## config.mk

```make
export PLATFORM = sky130hd
export DESIGN_NAME = expr_tx
export DESIGN_NICKNAME = d
export VERILOG_FILES = /design/src/rtl/expr_tx.sv
export SDC_FILE = /design/constraint.sdc
export NUM_CORES = 1
export LEC_CHECK = 0
export CORE_MARGIN = 3
export CORE_UTILIZATION = 51
export CTS_CLUSTER_DIAMETER = 50
export CTS_CLUSTER_SIZE = 12
export DETAILED_ROUTE_END_ITERATION = 7
export PLACE_DENSITY = 0.79
export SLEW_MARGIN = 20
export SYNTH_ARGS = -nofsm -noshare
export SYNTH_HDL_FRONTEND = slang
export SYNTH_SLANG_ARGS = --single-unit
```

## constraint.sdc

```tcl
create_clock -name clk -period 1.9 [get_ports clk]
set_input_delay 0.38 -clock clk [delete_from_list [all_inputs] [get_ports clk]]
set_output_delay 0.38 -clock clk [all_outputs]
set_load 0.05 [all_outputs]
```

## src/rtl/expr_tx.sv

```systemverilog
// ASCII expression transmitter: serialises a latched digit/operator list as
// "d op d ... d[=]", one character per valid/ready beat.
module expr_tx #(
    parameter int MAX_TERMS = 4,
    parameter bit EMIT_EQ   = 1'b1,
    localparam int NT_W     = $clog2(MAX_TERMS + 1),
    localparam int OPS_W    = (MAX_TERMS > 1) ? 2 * (MAX_TERMS - 1) : 1
) (
    input  logic                   clk,
    input  logic                   clr,
    input  logic                   start,
    input  logic [NT_W-1:0]        num_terms,
    input  logic [4*MAX_TERMS-1:0] digits,
    input  logic [OPS_W-1:0]       ops,
    input  logic                   out_ready,
    output logic                   out_valid,
    output logic [7:0]             out_char,
    output logic                   busy,
    output logic                   done,
    output logic                   err
);

    typedef enum logic [2:0] {
        S_IDLE  = 3'd0,
        S_DIGIT = 3'd1,
        S_OP    = 3'd2,
        S_EQ    = 3'd3,
        S_DONE  = 3'd4
    } state_t;

    state_t                 state_q, state_d;
    logic [NT_W-1:0]        idx_q, idx_d;
    logic [NT_W-1:0]        nt_q, nt_d;
    logic [4*MAX_TERMS-1:0] digits_q, digits_d;
    logic [OPS_W-1:0]       ops_q, ops_d;
    logic                   err_q, err_d;
    logic [7:0]             char_q, char_d;

    logic                   req_bad_s;
    logic                   hs_s;
    logic [NT_W-1:0]        nxt_idx_s;
    logic [3:0]             nxt_digit_s;
    logic [1:0]             cur_op_s;

    function automatic logic [7:0] digit_char(input logic [3:0] d);
        return 8'h30 + {4'h0, d};
    endfunction

    function automatic logic [7:0] op_char(input logic [1:0] o);
        case (o)
            2'b00:   return 8'h2B;
            2'b01:   return 8'h2D;
            2'b10:   return 8'h2A;
            default: return 8'h2F;
        endcase
    endfunction

    assign out_valid   = (state_q == S_DIGIT) || (state_q == S_OP) || (state_q == S_EQ);
    assign busy        = (state_q != S_IDLE);
    assign done        = (state_q == S_DONE);
    assign err         = err_q;
    assign out_char    = char_q;
    assign hs_s        = out_valid && out_ready;
    assign nxt_idx_s   = idx_q + {{(NT_W-1){1'b0}}, 1'b1};
    assign nxt_digit_s = digits_q[nxt_idx_s*4 +: 4];
    assign cur_op_s    = ops_q[idx_q*2 +: 2];

    // Request validation: only digits below num_terms are range-checked.
    always_comb begin
        req_bad_s = (num_terms == {NT_W{1'b0}}) || (num_terms > NT_W'(MAX_TERMS));
        for (int i = 0; i < MAX_TERMS; i++) begin
            req_bad_s = req_bad_s || ((NT_W'(i) < num_terms) && (digits[4*i +: 4] > 4'd9));
        end
    end

    // Next-state logic; out_char is precomputed for the state being entered.
    always_comb begin
        state_d  = state_q;
        idx_d    = idx_q;
        nt_d     = nt_q;
        digits_d = digits_q;
        ops_d    = ops_q;
        err_d    = err_q;
        char_d   = char_q;
        case (state_q)
            S_IDLE: begin
                if (start) begin
                    nt_d     = num_terms;
                    digits_d = digits;
                    ops_d    = ops;
                    if (req_bad_s) begin
                        err_d = 1'b1;
                    end else begin
                        err_d   = 1'b0;
                        idx_d   = {NT_W{1'b0}};
                        state_d = S_DIGIT;
                        char_d  = digit_char(digits[3:0]);
                    end
                end else begin
                    state_d = S_IDLE;
                end
            end
            S_DIGIT: begin
                if (hs_s) begin
                    if (nxt_idx_s == nt_q) begin
                        if (EMIT_EQ) begin
                            state_d = S_EQ;
                            char_d  = 8'h3D;
                        end else begin
                            state_d = S_DONE;
                            char_d  = 8'h00;
                        end
                    end else begin
                        state_d = S_OP;
                        char_d  = op_char(cur_op_s);
                    end
                end else begin
                    state_d = S_DIGIT;
                end
            end
            S_OP: begin
                if (hs_s) begin
                    idx_d   = nxt_idx_s;
                    state_d = S_DIGIT;
                    char_d  = digit_char(nxt_digit_s);
                end else begin
                    state_d = S_OP;
                end
            end
            S_EQ: begin
                if (hs_s) begin
                    state_d = S_DONE;
                    char_d  = 8'h00;
                end else begin
                    state_d = S_EQ;
                end
            end
            S_DONE: begin
                state_d = S_IDLE;
                char_d  = 8'h00;
            end
            default: begin
                state_d = S_IDLE;
                char_d  = 8'h00;
            end
        endcase
    end

    // State and latched request registers.
    always_ff @(posedge clk or negedge clr) begin
        if (!clr) begin
            state_q  <= S_IDLE;
            idx_q    <= {NT_W{1'b0}};
            nt_q     <= {NT_W{1'b0}};
            digits_q <= {(4*MAX_TERMS){1'b0}};
            ops_q    <= {OPS_W{1'b0}};
            err_q    <= 1'b0;
            char_q   <= 8'h00;
        end else begin
            state_q  <= state_d;
            idx_q    <= idx_d;
            nt_q     <= nt_d;
            digits_q <= digits_d;
            ops_q    <= ops_d;
            err_q    <= err_d;
            char_q   <= char_d;
        end
    end

endmodule
```

==> flow_summary.json, run 1 <==
{
  "status": "finished clean",
  "power_switching_mw": 1.93,
  "htreeDepth": 2,
  "die-width_um": 68.5,
  "internal_power_mw": 3.01,
  "sw_frac_of_total_pct": 39.0,
  "track_usage_pct": 21.8,
  "dpl_cell_area_um2": 2490,
  "drcViolationCount": 0,
  "syn-instance-count": 162,
  "path_clk_slew_ps": 70,
  "setup_viol": 0,
  "clock_path_buffers": 2,
  "postCtsSetupBuffers": 0,
  "grt_max_degree": 39,
  "worstPathCellList": "clkdlybuf4s50_1 > nor2_2 > and3_1 > o211ai_2 > a21oi_4 > mux2_2",
  "ff2ff_path_depth": 6,
  "ys_types": 46,
  "use_met3_pct": 4.70,
  "regArea_um2": 952,
  "hold_buffers": 0,
  "grt_pass1_vias": 1609,
  "slowest_stage": "clkdlybuf4s50_1",
  "grt_use_met2_pct": 37.1,
  "io_buffers": 38,
  "end_kind": "flip-flop",
  "clockRootBuffer": "clkbuf_8",
  "initial_core_util_pct": 53.7,
  "routed_wl_um": 4560,
  "rows": 22,
  "powerDensity_nw_per_um2": 1850,
  "whs_path_depth": 1,
  "period_share_pct": 99.3,
  "finalInstanceArea_um2": 2670,
  "leakage_nw": 1.12,
  "dieHeight_um": 68.5,
  "grt-ovfl-total": 0,
  "multi_input_area_um2": 1000,
  "syn2layout_area_growth_pct": 34.1,
  "clockPowerShare_pct": 17.2,
  "wl_per_cell_um": 17.4,
  "cap_violations": 0,
  "clk_latency_ps": 290,
  "cp_max_fo": 6,
  "slew_viol_final": 0,
  "ir_drop_mv": 0.860,
  "antenna_left": 0,
  "slowest_delay_ps": 500,
  "required_ps": 2080,
  "critical_path_class": "in2reg",
  "drive_above_1_share_pct": 24.8,
  "cts_made_buffers": 5,
  "dieArea_um2": 4700,
  "top_usage_layer": "met2",
  "antenna_found_initial": 0,
  "grt_pass1_wl_um": 7460,
  "worstPathArrival_ps": 2070,
  "num_vias": 1472,
  "core_area_um2": 3720,
  "vias_per_cell": 5.62,
  "io_pins": 41,
  "syn_area_um2": 1990,
  "nNetsFinal": 243,
  "clock.fmax_ghz": 0.530,
  "drtIter0Drc": 80,
  "fin_crit_ps": 1890,
  "power_frac_comb_pct": 51.7,
  "clock_sinks": 38,
  "cts_tree": "built",
  "final_util_pct": 72.0,
  "cp-start-kind": "primary input",
  "diodes": 0,
  "grt_use_met1_pct": 26.0,
  "hold_viol": 0,
  "ys_warn_count": 0,
  "drt-pass1-iter-count": 4,
  "ys_ff_latch": 38,
  "power_frac_seq_pct": 31.1,
  "syn_area_per_cell_um2": 12.3,
  "hp-class": "reg2reg",
  "dp_hpwl_um": 3270,
  "routabilityCongestion": 0.809,
  "fin_skew_ps": 2.66,
  "yosysSeqAreaShare_pct": 47.7,
  "nFillCells": 258
}
[critical path, delay by kind of cell]
kind | cells | cell delay [ps]
buffers and inverters | 1 | 500
and+or+nand+nor | 2 | 370
muxes | 1 | 370
AOI/OAI and AO/OA | 2 | 440
[power groups by stage]
| stage | sequential, mW | combinational [mW] | clock (mW) |
|---|---|---|---|
| finish | 1.54 | 2.56 | 0.848 |
| global route | 1.59 | 2.76 | 0.896 |
| CTS | 1.52 | 2.50 | 0.862 |
| detailed placement | 1.52 | 2.43 | 0 |
| global placement | 1.49 | 2.36 | 0 |
| floorplan | 1.64 | 1.59 | 0 |
[per-layer routing]
layer	wire length (um)	part of all wire, %	vias to the layer above
li1	-	-	683
met1	1890	41	722
met2	2350	51	55
met3	227	5.0	12
met4	94	2.1	0
met5	0	0	-
[per-stage QoR]
stage / setup TNS, ps / hold WS [ps] / cells / total power, mW / setup slack, ps
3_5_place_dp: -2020 / 473 / 254 / 3.95 / -285
6_report: 0 / 490 / 262 / 4.94 / 12.9
4_1_cts: 0 / 494 / 262 / 4.88 / 22.3
3_3_place_gp: -1010 / 469 / 254 / 3.85 / -174
5_1_grt: -57.3 / 508 / 262 / 5.25 / -28.5
2_1_floorplan: 0 / 84.4 / 163 / 3.24 / 124
[final timing paths]
| path | end | startpoint | slack [ps] |
|---|---|---|---|
| min in group asynchronous | out_char[3] | clr | 510 |
| min reg2reg | ops_q[1] | ops_q[1] | 490 |
| max | out_char[2] | num_terms[1] | 10 |
| max reg2reg | out_char[0] | idx_q[1] | 80 |
| max in group asynchronous | idx_q[0] | clr | 1020 |
| min | ops_q[1] | ops_q[1] | 490 |
[kinds of logic after synthesis]
family          after synthesis  share of synthesized area, %
compound gates               29                          10.4
xor+xnor                      4                          2.51
fa+ha+maj                     1                         0.627
buf+inv                      12                          3.83
flops                        38                          47.7
mux                          39                          24.7
other cells                   1                         0.188
simple gates                 38                          10.1
[layout by cell type, fill, tap and decap left out, types with 3 or more instances in the layout]
cell and count:
nor2_1 12, o21ai_0 7, dfrtp_1 37, mux2_1 27, inv_1 3, mux2_2 4, mux4_2 3, nand2b_1 3
buf_12 3, nand2_1 6, clkdlybuf4s50_1 29, a21oi_1 4, buf_4 19, o21ai_1 3, clkbuf_8 6
[state kept, by name (all words and copies together), names as in the netlist]
| register | flops |
|---|---|
| out_char | 6 |
| ops_q | 6 |
| idx_q | 3 |
| nt_q | 3 |
| digits_q | 16 |
| err | 1 |
| state_q | 3 |
[cell type report]
cell class,instances,share of cell area (%)
multi-input cells,113,37.5
well taps,48,2.25
clock buffers,6,3.09
repair buffers,52,18.9
flip-flops and latches,38,35.6
inverters,3,0.421
clock inverters,2,2.25
[what timing repair did]
item                                   in CTS  in global routing
pin swaps                                   0                  4
endpoints found under the hold margin       0                  0
resized for setup                           2                  7
setup endpoints to repair                   2                  8
[cell usage after synthesis, drive strengths merged]
library cell | count | share of area (%)
a211oi | 2 | 1.0
a21o | 1 | 0.38
a21oi | 6 | 2.1
a221oi | 1 | 0.44
a22oi | 3 | 1.4
and2 | 2 | 0.63
and3 | 1 | 0.31
buf | 9 | 3.3
conb | 1 | 0.19
dfrtp | 38 | 48
ha | 1 | 0.63
inv | 3 | 0.56
mux2 | 33 | 19
mux2i | 2 | 1.0
mux4 | 4 | 4.7
nand2 | 7 | 1.4
nand2b | 3 | 0.94
nand3 | 2 | 0.50
nand3b | 1 | 0.38
nor2 | 14 | 2.8
nor2b | 2 | 0.63
nor3 | 4 | 1.8
nor3b | 1 | 0.38
o211ai | 3 | 1.4
o21a | 1 | 0.38
o21ai | 10 | 2.5
o221ai | 1 | 0.44
o31ai | 1 | 0.38
or2 | 1 | 0.31
xnor2 | 1 | 0.44
xor2 | 2 | 0.88
xor3 | 1 | 1.2
(Power assumes the default switching activity.)
==> inputs of run 2 (changes only) <==
--- a/config.mk
+++ b/config.mk
@@ -10,6 +10,7 @@
 export CTS_CLUSTER_DIAMETER = 50
 export CTS_CLUSTER_SIZE = 12
 export DETAILED_ROUTE_END_ITERATION = 7
+export GPL_TIMING_DRIVEN = 0
 export PLACE_DENSITY = 0.79
 export SLEW_MARGIN = 20
 export SYNTH_ARGS = -nofsm -noshare
==> constraint.sdc (replaced) <==
create_clock -name clk -period 2.15 [get_ports clk]
set_input_delay 0.43 -clock clk [delete_from_list [all_inputs] [get_ports clk]]
set_output_delay 0.43 -clock clk [all_outputs]
set_load 0.05 [all_outputs]
==> flow_summary.json, run 2 (synthesized netlist as in run 1, its figures left out) <==
{
  "nFillCells": 287,
  "htreeDepth": 2,
  "finalInstanceArea_um2": 2590,
  "clock.fmax_ghz": 0.499,
  "end_kind": "flip-flop",
  "p_total_mw": 4.04,
  "routed_wl_um": 4260,
  "drive_above_1_share_pct": 18.8,
  "antenna_found_initial": 0,
  "status": "finished clean",
  "vias_per_cell": 5.53,
  "path_clk_slew_ps": 70,
  "setup_viol": 0,
  "critical_path_class": "reg2reg",
  "fin_crit_ps": 2000,
  "cap_violations": 0,
  "largest_register_ffs": 16,
  "r2r-end": "out_char[1]",
  "hold_viol": 0,
  "setup_slack_ps": 146,
  "cts_tree": "built",
  "largest-register": "digits_q",
  "clock_sinks": 38,
  "final_util_pct": 69.8,
  "cts_made_buffers": 5,
  "wl_per_cell_um": 16.3,
  "io_pins": 41,
  "initial_core_util_pct": 53.7,
  "clock_path_buffers": 2,
  "grt_pass1_wl_um": 7300,
  "layout_commonest_cell": "dfrtp_1",
  "worstPathCellList": "ha_1 > mux4_2 > a22oi_1 > o31ai_1 > mux2_4",
  "required_ps": 2320,
  "syn2layout_area_growth_pct": 30.0,
  "antenna_left": 0,
  "cp_top_family": "multiplexers",
  "nNetsFinal": 242,
  "clockRootBuffer": "clkbuf_8",
  "rows": 22,
  "cp_max_fo": 6,
  "drt-pass1-iter-count": 4,
  "period_share_pct": 93.2,
  "path_buf_inv": 0,
  "slowest_delay_ps": 470,
  "drcViolationCount": 0,
  "worstPathArrival_ps": 2180,
  "routabilityCongestion": 0.864,
  "fin_skew_ps": 5.62,
  "ff2ff_path_depth": 5,
  "diodes": 0,
  "track_usage_pct": 21.5,
  "powerDensity_nw_per_um2": 1560,
  "dieHeight_um": 68.5,
  "dp_hpwl_um": 3290,
  "holdWs_ps": 61.7,
  "final_cell_mix": "dfrtp_1 (38), clkdlybuf4s50_1 (34), mux2_1 (27)",
  "leakage_nw": 1.09,
  "core_area_um2": 3720,
  "hp-class": "in2async",
  "cp-start-kind": "flip-flop",
  "r2r-start": "idx_q[1]",
  "clk_latency_ps": 280,
  "rsz0062_at_grt": "no",
  "grt-ovfl-total": 0,
  "io_buffers": 38,
  "grt_max_degree": 25,
  "slowest_stage": "ha_1",
  "num_vias": 1444,
  "die-width_um": 68.5,
  "grt_pass1_vias": 1470,
  "ir_drop_mv": 0.712,
  "slew_viol_final": 0,
  "dieArea_um2": 4700,
  "rrSetupSlack_ps": 150,
  "dpl_worst_slack_ps": -114,
  "drtIter0Drc": 74,
  "dpl_cell_area_um2": 2460
}
run 2: cell types whose count changed in the layout (fill, tap and decap cells not counted), sizes merged:
cell and delta:
clkbuf +3, dlygate4sd2 +2, bufinv -2, buf -9, clkdlybuf4s50 +5
run 2: how the worst max path moves through the flow:
stage                     from            to  cells past startpoint
global placement           clr  digits_q[12]                      1
finish                idx_q[1]   out_char[1]                      5
CTS                 state_q[1]          busy                      4
floorplan             idx_q[1]   out_char[1]                      5
global route          idx_q[1]   out_char[0]                      6
detailed placement  digits[14]   out_char[2]                      6
run 2: layout make-up:
| class | instances | area (um^2) | area share [%] |
|---|---|---|---|
| buffer | 9 | 65.1 | 2.51 |
| sequential | 38 | 951 | 36.7 |
| timing repair buffer | 42 | 418 | 16.1 |
| multi-input combinational | 113 | 977 | 37.7 |
| inverter | 3 | 11.3 | 0.434 |
| clock buffer | 8 | 110 | 4.25 |
| tap | 48 | 60.1 | 2.32 |
run 2: stage by stage:
stage               TNS, ps  std cells
global placement      -6570        249
finish                    0        261
floorplan                 0        163
detailed placement     -552        250
CTS                       0        258
global route              0        261
run 2: routing by layer:
layer	vias to the layer above	track usage [%]	share of wire, %
met2	39	37.4	53
met5	-	0	0
li1	679	-	-
met3	5	4.38	4.7
met1	721	26.3	41
met4	0	7.69	1.6
run 2: timing repair:
item	CTS	global route
buffers inserted	0	3
hold buffers	0	0
setup endpoints to repair	3	4
gates resized for setup	3	3
pin swaps	0	1
run 2: power by group:
part / switching (mW) / internal, mW / total (mW)
Combinational: 1.16 / 1.04 / 2.19
Sequential: 0.221 / 1.07 / 1.29
Clock: 0.233 / 0.324 / 0.557
